<file path="src/rtl/loot_grab_if.sv">
// loot_grab_if: claw-side and hit-detection signals of the loot grab controller.
// master drives claw/hit inputs, slave is the controller.
interface loot_grab_if #(parameter int NUM_LOOT = 8);
  localparam int IDW = $clog2(NUM_LOOT);
  logic                startOfFrame;
  logic                start_level;
  logic                hit_raw;
  logic [IDW-1:0]      hit_id;
  logic signed [10:0]  claw_topLeftX;
  logic signed [10:0]  claw_topLeftY;
  logic                claw_returned;
  logic                claw_collision;
  logic [3:0]          move_speed;
  logic                carry_valid;
  logic [IDW-1:0]      carry_id;
  logic signed [10:0]  loot_topLeftX;
  logic signed [10:0]  loot_topLeftY;
  logic [NUM_LOOT-1:0] loot_alive;
  logic                loot_collected;
  logic [9:0]          score_add;
  modport master (
    output startOfFrame, start_level, hit_raw, hit_id, claw_topLeftX, claw_topLeftY, claw_returned,
    input  claw_collision, move_speed, carry_valid, carry_id, loot_topLeftX, loot_topLeftY,
           loot_alive, loot_collected, score_add
  );
  modport slave (
    input  startOfFrame, start_level, hit_raw, hit_id, claw_topLeftX, claw_topLeftY, claw_returned,
    output claw_collision, move_speed, carry_valid, carry_id, loot_topLeftX, loot_topLeftY,
           loot_alive, loot_collected, score_add
  );
endinterface

</file>
<file path="src/rtl/loot_grab_ctrl.sv">
// loot_grab_ctrl: latches the hit loot, sets reel-in speed from its class,
// drags it with the claw each frame and awards score when the claw is back.
module loot_grab_ctrl #(
  parameter int                      NUM_LOOT      = 8,
  parameter logic [2*NUM_LOOT-1:0]   LOOT_CLASS    = '0,
  parameter logic [3:0]              DEFAULT_SPEED = 4'd4,
  parameter logic signed [10:0]      OFFSET_X      = 11'sd0,
  parameter logic signed [10:0]      OFFSET_Y      = 11'sd16
) (
  input logic        clk,
  input logic        resetN,
  loot_grab_if.slave lg
);
  localparam int IDW = $clog2(NUM_LOOT);
  localparam logic [3:0] SPEED [4] = '{4'd4, 4'd1, 4'd2, 4'd8};
  localparam logic [9:0] VALUE [4] = '{10'd50, 10'd250, 10'd10, 10'd500};
  typedef enum logic [1:0] {IDLE, LATCH, CARRY, AWARD} state_e;
  state_e              state_q, state_d;
  logic [IDW-1:0]      lid_q, lid_d, cid_q, cid_d;
  logic                cv_q, cv_d, coll_q, coll_d, col_q, col_d;
  logic [3:0]          spd_q, spd_d;
  logic signed [10:0]  lx_q, lx_d, ly_q, ly_d;
  logic [NUM_LOOT-1:0] alive_q, alive_d;
  logic [9:0]          score_q, score_d;
  logic [1:0]          cls;
  logic signed [10:0]  px, py;
  assign cls = LOOT_CLASS[{lid_q, 1'b0} +: 2];
  assign px  = lg.claw_topLeftX + OFFSET_X;
  assign py  = lg.claw_topLeftY + OFFSET_Y;
  always_comb begin
    state_d = state_q;
    lid_d   = lid_q;
    cid_d   = cid_q;
    cv_d    = cv_q;
    coll_d  = coll_q;
    spd_d   = spd_q;
    lx_d    = lx_q;
    ly_d    = ly_q;
    alive_d = alive_q;
    col_d   = 1'b0;
    score_d = '0;
    if (lg.start_level) begin
      state_d = IDLE;
      lid_d   = '0;
      cid_d   = '0;
      cv_d    = 1'b0;
      coll_d  = 1'b0;
      spd_d   = DEFAULT_SPEED;
      lx_d    = '0;
      ly_d    = '0;
      alive_d = '1;
    end else begin
      case (state_q)
        IDLE: if (!lg.claw_returned && lg.hit_raw && alive_q[lg.hit_id]) begin
          lid_d   = lg.hit_id;
          state_d = LATCH;
        end
        // collision and speed are loaded together so the claw never sees a stale speed
        LATCH: begin
          cid_d   = lid_q;
          cv_d    = 1'b1;
          spd_d   = SPEED[cls];
          lx_d    = px;
          ly_d    = py;
          coll_d  = 1'b1;
          state_d = CARRY;
        end
        CARRY: begin
          if (lg.startOfFrame) begin
            coll_d = 1'b0;
            lx_d   = px;
            ly_d   = py;
          end
          if (lg.claw_returned) begin
            col_d          = 1'b1;
            score_d        = VALUE[cls];
            alive_d[lid_q] = 1'b0;
            cv_d           = 1'b0;
            coll_d         = 1'b0;
            spd_d          = DEFAULT_SPEED;
            state_d        = AWARD;
          end
        end
        default: state_d = IDLE;
      endcase
    end
  end
  always_ff @(posedge clk or negedge resetN)
    if (!resetN) begin
      state_q <= IDLE;
      lid_q   <= '0;
      cid_q   <= '0;
      cv_q    <= 1'b0;
      coll_q  <= 1'b0;
      spd_q   <= DEFAULT_SPEED;
      lx_q    <= '0;
      ly_q    <= '0;
      alive_q <= '1;
      col_q   <= 1'b0;
      score_q <= '0;
    end else begin
      state_q <= state_d;
      lid_q   <= lid_d;
      cid_q   <= cid_d;
      cv_q    <= cv_d;
      coll_q  <= coll_d;
      spd_q   <= spd_d;
      lx_q    <= lx_d;
      ly_q    <= ly_d;
      alive_q <= alive_d;
      col_q   <= col_d;
      score_q <= score_d;
    end
  assign lg.claw_collision = coll_q;
  assign lg.move_speed     = spd_q;
  assign lg.carry_valid    = cv_q;
  assign lg.carry_id       = cid_q;
  assign lg.loot_topLeftX  = lx_q;
  assign lg.loot_topLeftY  = ly_q;
  assign lg.loot_alive     = alive_q;
  assign lg.loot_collected = col_q;
  assign lg.score_add      = score_q;
endmodule

</file>
<file path="src/flat_wrapper.sv">
// flat-port wrapper written by rule: the top's interface ports become plain ports
module loot_grab_ctrl_flat 
#(
  parameter int                      NUM_LOOT      = 8,
  parameter logic [2*NUM_LOOT-1:0]   LOOT_CLASS    = '0,
  parameter logic [3:0]              DEFAULT_SPEED = 4'd4,
  parameter logic signed [10:0]      OFFSET_X      = 11'sd0,
  parameter logic signed [10:0]      OFFSET_Y      = 11'sd16
)
  (clk, resetN, lg_startOfFrame, lg_start_level, lg_hit_raw, lg_hit_id, lg_claw_topLeftX, lg_claw_topLeftY, lg_claw_returned, lg_claw_collision, lg_move_speed, lg_carry_valid, lg_carry_id, lg_loot_topLeftX, lg_loot_topLeftY, lg_loot_alive, lg_loot_collected, lg_score_add);
  loot_grab_if #(.NUM_LOOT(NUM_LOOT)) lg_i ();
  input logic clk;
  input logic resetN;
  input wire logic [$bits(lg_i.startOfFrame)-1:0] lg_startOfFrame;
  input wire logic [$bits(lg_i.start_level)-1:0] lg_start_level;
  input wire logic [$bits(lg_i.hit_raw)-1:0] lg_hit_raw;
  input wire logic [$bits(lg_i.hit_id)-1:0] lg_hit_id;
  input wire logic [$bits(lg_i.claw_topLeftX)-1:0] lg_claw_topLeftX;
  input wire logic [$bits(lg_i.claw_topLeftY)-1:0] lg_claw_topLeftY;
  input wire logic [$bits(lg_i.claw_returned)-1:0] lg_claw_returned;
  output wire logic [$bits(lg_i.claw_collision)-1:0] lg_claw_collision;
  output wire logic [$bits(lg_i.move_speed)-1:0] lg_move_speed;
  output wire logic [$bits(lg_i.carry_valid)-1:0] lg_carry_valid;
  output wire logic [$bits(lg_i.carry_id)-1:0] lg_carry_id;
  output wire logic [$bits(lg_i.loot_topLeftX)-1:0] lg_loot_topLeftX;
  output wire logic [$bits(lg_i.loot_topLeftY)-1:0] lg_loot_topLeftY;
  output wire logic [$bits(lg_i.loot_alive)-1:0] lg_loot_alive;
  output wire logic [$bits(lg_i.loot_collected)-1:0] lg_loot_collected;
  output wire logic [$bits(lg_i.score_add)-1:0] lg_score_add;
  assign lg_i.startOfFrame = lg_startOfFrame;
  assign lg_i.start_level = lg_start_level;
  assign lg_i.hit_raw = lg_hit_raw;
  assign lg_i.hit_id = lg_hit_id;
  assign lg_i.claw_topLeftX = lg_claw_topLeftX;
  assign lg_i.claw_topLeftY = lg_claw_topLeftY;
  assign lg_i.claw_returned = lg_claw_returned;
  assign lg_claw_collision = lg_i.claw_collision;
  assign lg_move_speed = lg_i.move_speed;
  assign lg_carry_valid = lg_i.carry_valid;
  assign lg_carry_id = lg_i.carry_id;
  assign lg_loot_topLeftX = lg_i.loot_topLeftX;
  assign lg_loot_topLeftY = lg_i.loot_topLeftY;
  assign lg_loot_alive = lg_i.loot_alive;
  assign lg_loot_collected = lg_i.loot_collected;
  assign lg_score_add = lg_i.score_add;
  loot_grab_ctrl #(.NUM_LOOT(NUM_LOOT), .LOOT_CLASS(LOOT_CLASS), .DEFAULT_SPEED(DEFAULT_SPEED), .OFFSET_X(OFFSET_X), .OFFSET_Y(OFFSET_Y)) u_core (.clk(clk), .resetN(resetN), .lg(lg_i));
endmodule
</file>
<file path="config.mk">
export PLATFORM = sky130hd
export DESIGN_NAME = loot_grab_ctrl_flat
export DESIGN_NICKNAME = d
export VERILOG_FILES = /design/src/rtl/loot_grab_if.sv /design/src/rtl/loot_grab_ctrl.sv /design/src/flat_wrapper.sv
export SDC_FILE = /design/constraint.sdc
export NUM_CORES = 1
export LEC_CHECK = 0
export BUFFER_PORTS_ARGS = -buffer_cell sky130_fd_sc_hd__buf_2
export CAP_MARGIN = 20
export CORE_MARGIN = 4
export CORE_UTILIZATION = 52
export DETAILED_ROUTE_END_ITERATION = 6
export PLACE_DENSITY = 0.93
export SETUP_SLACK_MARGIN = 0.4
export SKIP_LAST_GASP = 1
export SLEW_MARGIN = 20
export SYNTH_ARGS = -nofsm -noshare
export SYNTH_HDL_FRONTEND = slang
export SYNTH_SLANG_ARGS = --single-unit
</file>
<file path="constraint.sdc">
create_clock -name clk -period 3 [get_ports clk]
set_clock_uncertainty 0.2 [all_clocks]
set_input_delay 0.45 -clock clk [delete_from_list [all_inputs] [get_ports clk]]
set_output_delay 0.45 -clock clk [all_outputs]
set_load 0.02 [all_outputs]
</file>
==> flow_summary.yaml, run 1 <==
outcome:
  status: "complete, no violations"
placed_design:
  dp_hpwl_mm: 3.38
  pre_cts_slack_ps: 682
  dp_cells: 315
  place.gp.congestion: 0.762
  port_buffers: 69
synthesis:
  ys_seq_area_share_pct: 49.3
  yosysTopAreaCell: "dfrtp_1"
  synth_common_cells: "dfrtp_1 (33), nand2b_1 (28), nand2_1 (26)"
  synth.distinct_cells: 36
  synth.avg_cell_area_um2: 9.91
  async_flop_share_pct: 100
  synth_edf_count: 0
  yosys-top-cells-area: "dfrtp_1 (39%), dfstp_2 (10%), nand2b_1 (8.3%)"
  syn_inst: 212
  synth_area_um2: 2100
  ys_ff_latch: 41
  ys.flop_type: "dfrtp_1"
  ys_warn_count: 0
  synth.top_cell.area_share_pct: 39.3
  yosysMostFrequentCell: "dfrtp_1"
finish:
  finalNonFillerCells: 323
  syn_to_final_growth_pct: 20.8
  utilization_pct: 67.3
  multi_input_area_um2: 957
  n_antenna_cell: 0
  fill_cells: 314
  seqCellArea_um2: 1040
  layout-drive-gt1-share_pct: 34.5
  final_nets: 309
clock_network:
  cts.sinks: 41
  cts_tree: "yes"
  clkTransAtPathRegs_ps: 80
  clk_path_buf_depth: 2
  cts-root-buf: "clkbuf_8"
  cts_resized: 0
  htreeDepth: 2
  cts_setup_buffers: 0
  clock_latency_ps: 290
  numCtsBuffers: 5
  holdBufCountCts: 0
critical_path:
  r2r_setup_slack_ps: 650
  r2r_start: "u_core.state_q[0]"
  crit_required_ps: 2960
  regToRegEndpoint: "u_core.lg.loot_topLeftX[9]"
  cp.arrival_ps: 2310
  worstSetupPathType: "reg -> reg"
  rr_worst_depth: 6
  critPathLaunch: "u_core.state_q[0]"
  start_kind: "flip-flop"
  critPathCaptureType: "flip-flop"
  critical_path.max_fanout: 26
timing:
  final-setup-viol-count: 0
  rsz0062_at_grt: "no"
  fin_crit_sh_pct: 78.4
  slew_viol_final: 0
  fin_ws_ps: 649
  fin_crit_ps: 2350
  worst-slew-pin-transition_ps: 880
  max_slew_margin_pct: 41.3
  tns_ps: 0
  hold_viol_final: 0
  max_freq_ghz: 0.425
route:
  firstDrtPassIters: 4
  drtIter0Drc: 57
  vias: 1654
  vias_per_cell: 5.12
  ant_nets: 0
  drt-total-wl_mm: 4.54
  wire_per_inst_um: 14.1
  route.detailed.drc: 0
global_routing:
  grt_pass1_wl_mm: 7.50
  grt_antenna_before_repair: 0
  overflow: 0
  grt_pass1_vias: 1702
  grt_max_degree: 44
  globalRouteTotalUtil_pct: 18.6
floorplan:
  core_um2: 3770
  core.rowCount: 22
  die-area_um2: 5120
  die_x_um: 71.6
  num_io_pins: 81
  start_util_pct: 55.7
  die_h_um: 71.6
job:
  maxCapViolations: 0
hold_path:
  hp-class: "in -> async"
power:
  powerDensity_nw_per_um2: 689
  power_leakage_nw: 1.23
  p_total_mw: 1.75
  ir_drop_mv: 0.438
## flip-flops by register name, indices dropped and copies added, names as in the netlist
| register | flops |
|---|---|
| u_core.lg.carry_id | 3 |
| u_core.lg.carry_valid | 1 |
| u_core.lg.claw_collision | 1 |
| u_core.lg.loot_alive | 8 |
| u_core.lg.loot_collected | 1 |
| u_core.lg.loot_topLeftX | 11 |
| u_core.lg.loot_topLeftY | 11 |
| u_core.lid_q | 3 |
| u_core.state_q | 2 |
## worst max path at each step
stage                                             to
after detailed placement  u_core.lg.loot_topLeftX[9]
after global routing      u_core.lg.loot_topLeftX[1]
final                     u_core.lg.loot_topLeftX[9]
after CTS                 u_core.lg.loot_topLeftX[9]
after global placement    u_core.lg.loot_topLeftX[5]
after floorplan           u_core.lg.loot_topLeftY[6]
## per-stage QoR
step / hold slack (ps) / instance area (um2)
floorplan: -45.6 / 2130
global placement: 258 / 2420
detailed placement: 265 / 2420
CTS: 90.2 / 2540
global route: 139 / 2540
finish: 70.1 / 2540
## where the power goes
part	switching (mW)	total (mW)	internal [mW]
sequential	0.0639	0.720	0.656
clock	0.193	0.463	0.271
combinational	0.370	0.566	0.196
total	0.626	1.75	1.12
## cells by family (layout without fill, tap and decap cells)
logic type / after synthesis / in the layout / share of synthesized area [%]
xor gates and xnor gates: 5 / 5 / 2.08
buffers and inverters: 27 / 81 / 7.33
adders and majority gates: 4 / 4 / 2.38
muxes: 10 / 10 / 5.12
AOI/OAI and AO/OA: 42 / 42 / 12.7
DFF: 41 / 41 / 49.3
and+or+nand+nor: 81 / 81 / 20.7
other: 2 / 11 / 0.357
## critical path, cell delays in order (launching register included)
cell,delay [ps]
dfrtp_1,380
inv_1,130
ha_1,330
nor2b_1,150
a211oi_4,540
buf_4,350
o21ai_0,150
## cell usage in the layout (no fill, tap or decap), drive strengths merged, types with 4 or more instances in the layout
cell,count
nand2b,28
nand2,26
ha,4
dfstp,8
conb,11
nor2,10
mux2i,7
dfrtp,33
o21ai,22
clkbuf,6
a21o,6
nand3,5
buf,70
## layer usage
layer	wire length [um]	GRT usage [%]	vias to the layer above	share of wire, %
met3	258	3.93	9	5.7
met1	1770	21.4	791	39
met2	2400	32.4	51	53
li1	-	-	803	-
met5	0	0	-	0
met4	108	9.60	0	2.4
## area by class of cell
class / instances / share of cell area, %
tap: 48 / 2.37
timing repair buffer: 70 / 13.9
multi-input combinational: 153 / 37.7
sequential: 41 / 40.8
clock buffer: 6 / 3.25
inverter: 3 / 0.444
clock inverter: 2 / 1.48
No activity file was read; power rests on OpenSTA's default activity.
==> run 2, diff against run 1 <==
ABC_AREA = 1   (was default)
CORE_UTILIZATION = 43   (was 52)
PLACE_DENSITY = 0.84   (was 0.93)
clock period = 1.9 ns   (was 3 ns; I/O delays follow)
==> run 2 against run 1 <==
Compared with the run above: clock power rose by 84%; die area rose by 13%; via count rose by 18%; fmax rose by 43%; largest power group is now combinational cells; count of clock-buffer cells in the layout fell by 1.
==> flow_summary.yaml, run 2 <==
outcome:
  status: "complete, no violations"
route:
  drt-total-wl_mm: 5.53
  ant_nets: 0
  route.detailed.drc: 0
  vias_per_cell: 5.01
  wire_per_inst_um: 14.2
  firstDrtPassIters: 4
  vias: 1947
  drtIter0Drc: 74
synthesis:
  ys_ff_latch: 41
  synth.avg_cell_area_um2: 8.51
  synth.distinct_cells: 29
  ys_seq_area_share_pct: 52.0
  synth_edf_count: 0
  synth.top_cell.area_share_pct: 41.5
  yosysMostFrequentCell: "nand2_1"
  ys_warn_count: 0
  synth_common_cells: "nand2_1 (86), dfrtp_1 (33), inv_1 (18)"
  ys.flop_type: "dfrtp_1"
  yosys-top-cells-area: "dfrtp_1 (41%), nand2_1 (16%), dfstp_2 (11%)"
  async_flop_share_pct: 100
  syn_inst: 234
  synth_area_um2: 1990
  yosysTopAreaCell: "dfrtp_1"
clock_network:
  htreeDepth: 2
  cts-root-buf: "clkbuf_8"
  clk_path_buf_depth: 2
  clkTransAtPathRegs_ps: 90
  clock_latency_ps: 300
  cts.sinks: 41
  cts_tree: "yes"
  numCtsBuffers: 5
power:
  powerDensity_nw_per_um2: 1200
  power_leakage_nw: 1.57
  ir_drop_mv: 0.679
finish:
  seqCellArea_um2: 1040
  n_antenna_cell: 0
  syn_to_final_growth_pct: 48.7
  final_common_cell: "nand2_1"
  utilization_pct: 67.1
  layout-drive-gt1-share_pct: 41.2
  fill_cells: 330
  final_nets: 371
  layout_common_cells: "nand2_1 (77), buf_2 (61), dfrtp_1 (33)"
  multi_input_area_um2: 922
floorplan:
  die_x_um: 76.1
  die-area_um2: 5790
  start_util_pct: 45.1
  core_um2: 4410
  num_io_pins: 81
  core.rowCount: 24
  die_h_um: 76.1
timing:
  slew_viol_final: 0
  final-setup-viol-count: 0
  fin_ws_ps: 253
  tns_ps: 0
  hold_viol_final: 0
  max_slew_margin_pct: 66.1
  fin_crit_ps: 1650
  rsz0062_at_grt: "yes"
  worst-slew-pin-transition_ps: 509
  max_freq_ghz: 0.607
  fin_crit_sh_pct: 86.7
critical_path:
  regToRegEndpoint: "u_core.lg.loot_topLeftY[10]"
  cp-endpoint: "u_core.lg.loot_topLeftY[10]"
  critPathLaunch: "u_core.state_q[1]"
  worstSetupPathType: "reg -> reg"
  crit_required_ps: 1890
  cp.arrival_ps: 1640
  critPathCaptureType: "flip-flop"
  rr_worst_depth: 9
  critical_path.max_fanout: 7
  start_kind: "flip-flop"
  r2r_start: "u_core.state_q[1]"
  r2r_setup_slack_ps: 250
global_routing:
  globalRouteTotalUtil_pct: 18.1
  grt_max_degree: 24
  grt_pass1_vias: 1834
  overflow: 0
  grt_antenna_before_repair: 0
  grt_pass1_wl_mm: 8.66
placed_design:
  dp_hpwl_mm: 3.48
  port_buffers: 69
  place.gp.congestion: 0.827
  pre_cts_slack_ps: 191
job:
  maxCapViolations: 0
hold_path:
  hp-class: "in -> reg"
## run 2: cell count changes after synthesis, sizes merged, moves of 3 or more
cell	previous run	this run
mux2i	7	0
mux2	3	0
clkbuf	10	3
nor2	10	14
nand3	5	15
nand2b	28	0
o21ai	22	12
inv	3	20
a21o	6	0
a41oi	0	6
nand2	26	88
## run 2: cell families (layout without fill, tap and decap cells)
family	count (synthesis)	after routing	synth area share [%]
flip-flops	41	41	52.0
adder cells (fa/ha/maj)	4	4	2.51
XOR/XNOR	3	3	1.32
AO/OA/AOI/OAI	25	25	8.42
other	2	11	0.377
AND/OR/NAND/NOR	120	120	24.8
buffers and inverters	39	133	10.6
## run 2: layout make-up
class                      count  area share [%]
clock inverter                 3            2.32
timing repair buffer         103            23.4
tap                           52            2.20
clock buffer                   5            2.32
multi-input combinational    163            31.1
sequential                    41            35.0
timing repair inverter         2           0.591
inverter                      20            3.08
## run 2: per-stage QoR
stage / instance area, um2 / power [mW] / hold slack [ps] / cells
after floorplan: 2030 / 1.96 / -211 / 243
after global placement: 2340 / 2.29 / 74.9 / 350
after detailed placement: 2340 / 2.32 / 84.5 / 350
after CTS: 2790 / 3.41 / 80.6 / 382
after global routing: 2960 / 3.75 / 112 / 389
final: 2960 / 3.56 / 89.1 / 389
## run 2: report_power, final
part           leakage (nW)  switching, mW  total [mW]  internal, mW
registers             0.518          0.135        1.21          1.07
clock network        0.0687          0.323       0.852         0.529
logic                 0.982          0.925        1.50         0.570
total                  1.57           1.38        3.56          2.17
## run 2: what timing repair did
item	4_1_cts	5_1_grt
cloned	2	0
resized for setup	28	30
setup buffers	5	7
hold buffers	17	0
pin swaps	4	12
hold endpoints to repair	29	0
setup endpoints to repair	31	41
## run 2: metal layers
metal	part of all wire (%)	wire length, um	GRT usage [%]	vias to the layer above
li1	-	-	-	926
met1	39	2140	21.5	921
met2	51	2840	31.1	89
met3	8.2	456	5.67	11
met4	1.8	98	5.42	0
met5	0	0	0	-
## run 2: critical path: stages (launching register included)
cell	delay, ps
dfrtp_1	440
ha_4	210
nor2_4	150
nand2_4	80
o31ai_4	70
inv_2	100
nand2_8	120
inv_8	60
nand2_2	50
o21ai_1	50
## run 2: worst min-delay path by stage
stage	to	cells past startpoint	from
2_1_floorplan	u_core.lg.carry_id[0]	0	resetN
3_3_place_gp	u_core.lg.loot_collected	1	resetN
3_5_place_dp	u_core.lg.loot_collected	1	resetN
4_1_cts	u_core.lid_q[2]	3	lg_hit_id[2]
5_1_grt	u_core.lid_q[1]	3	lg_hit_id[1]
6_report	u_core.lid_q[2]	3	lg_hit_id[2]
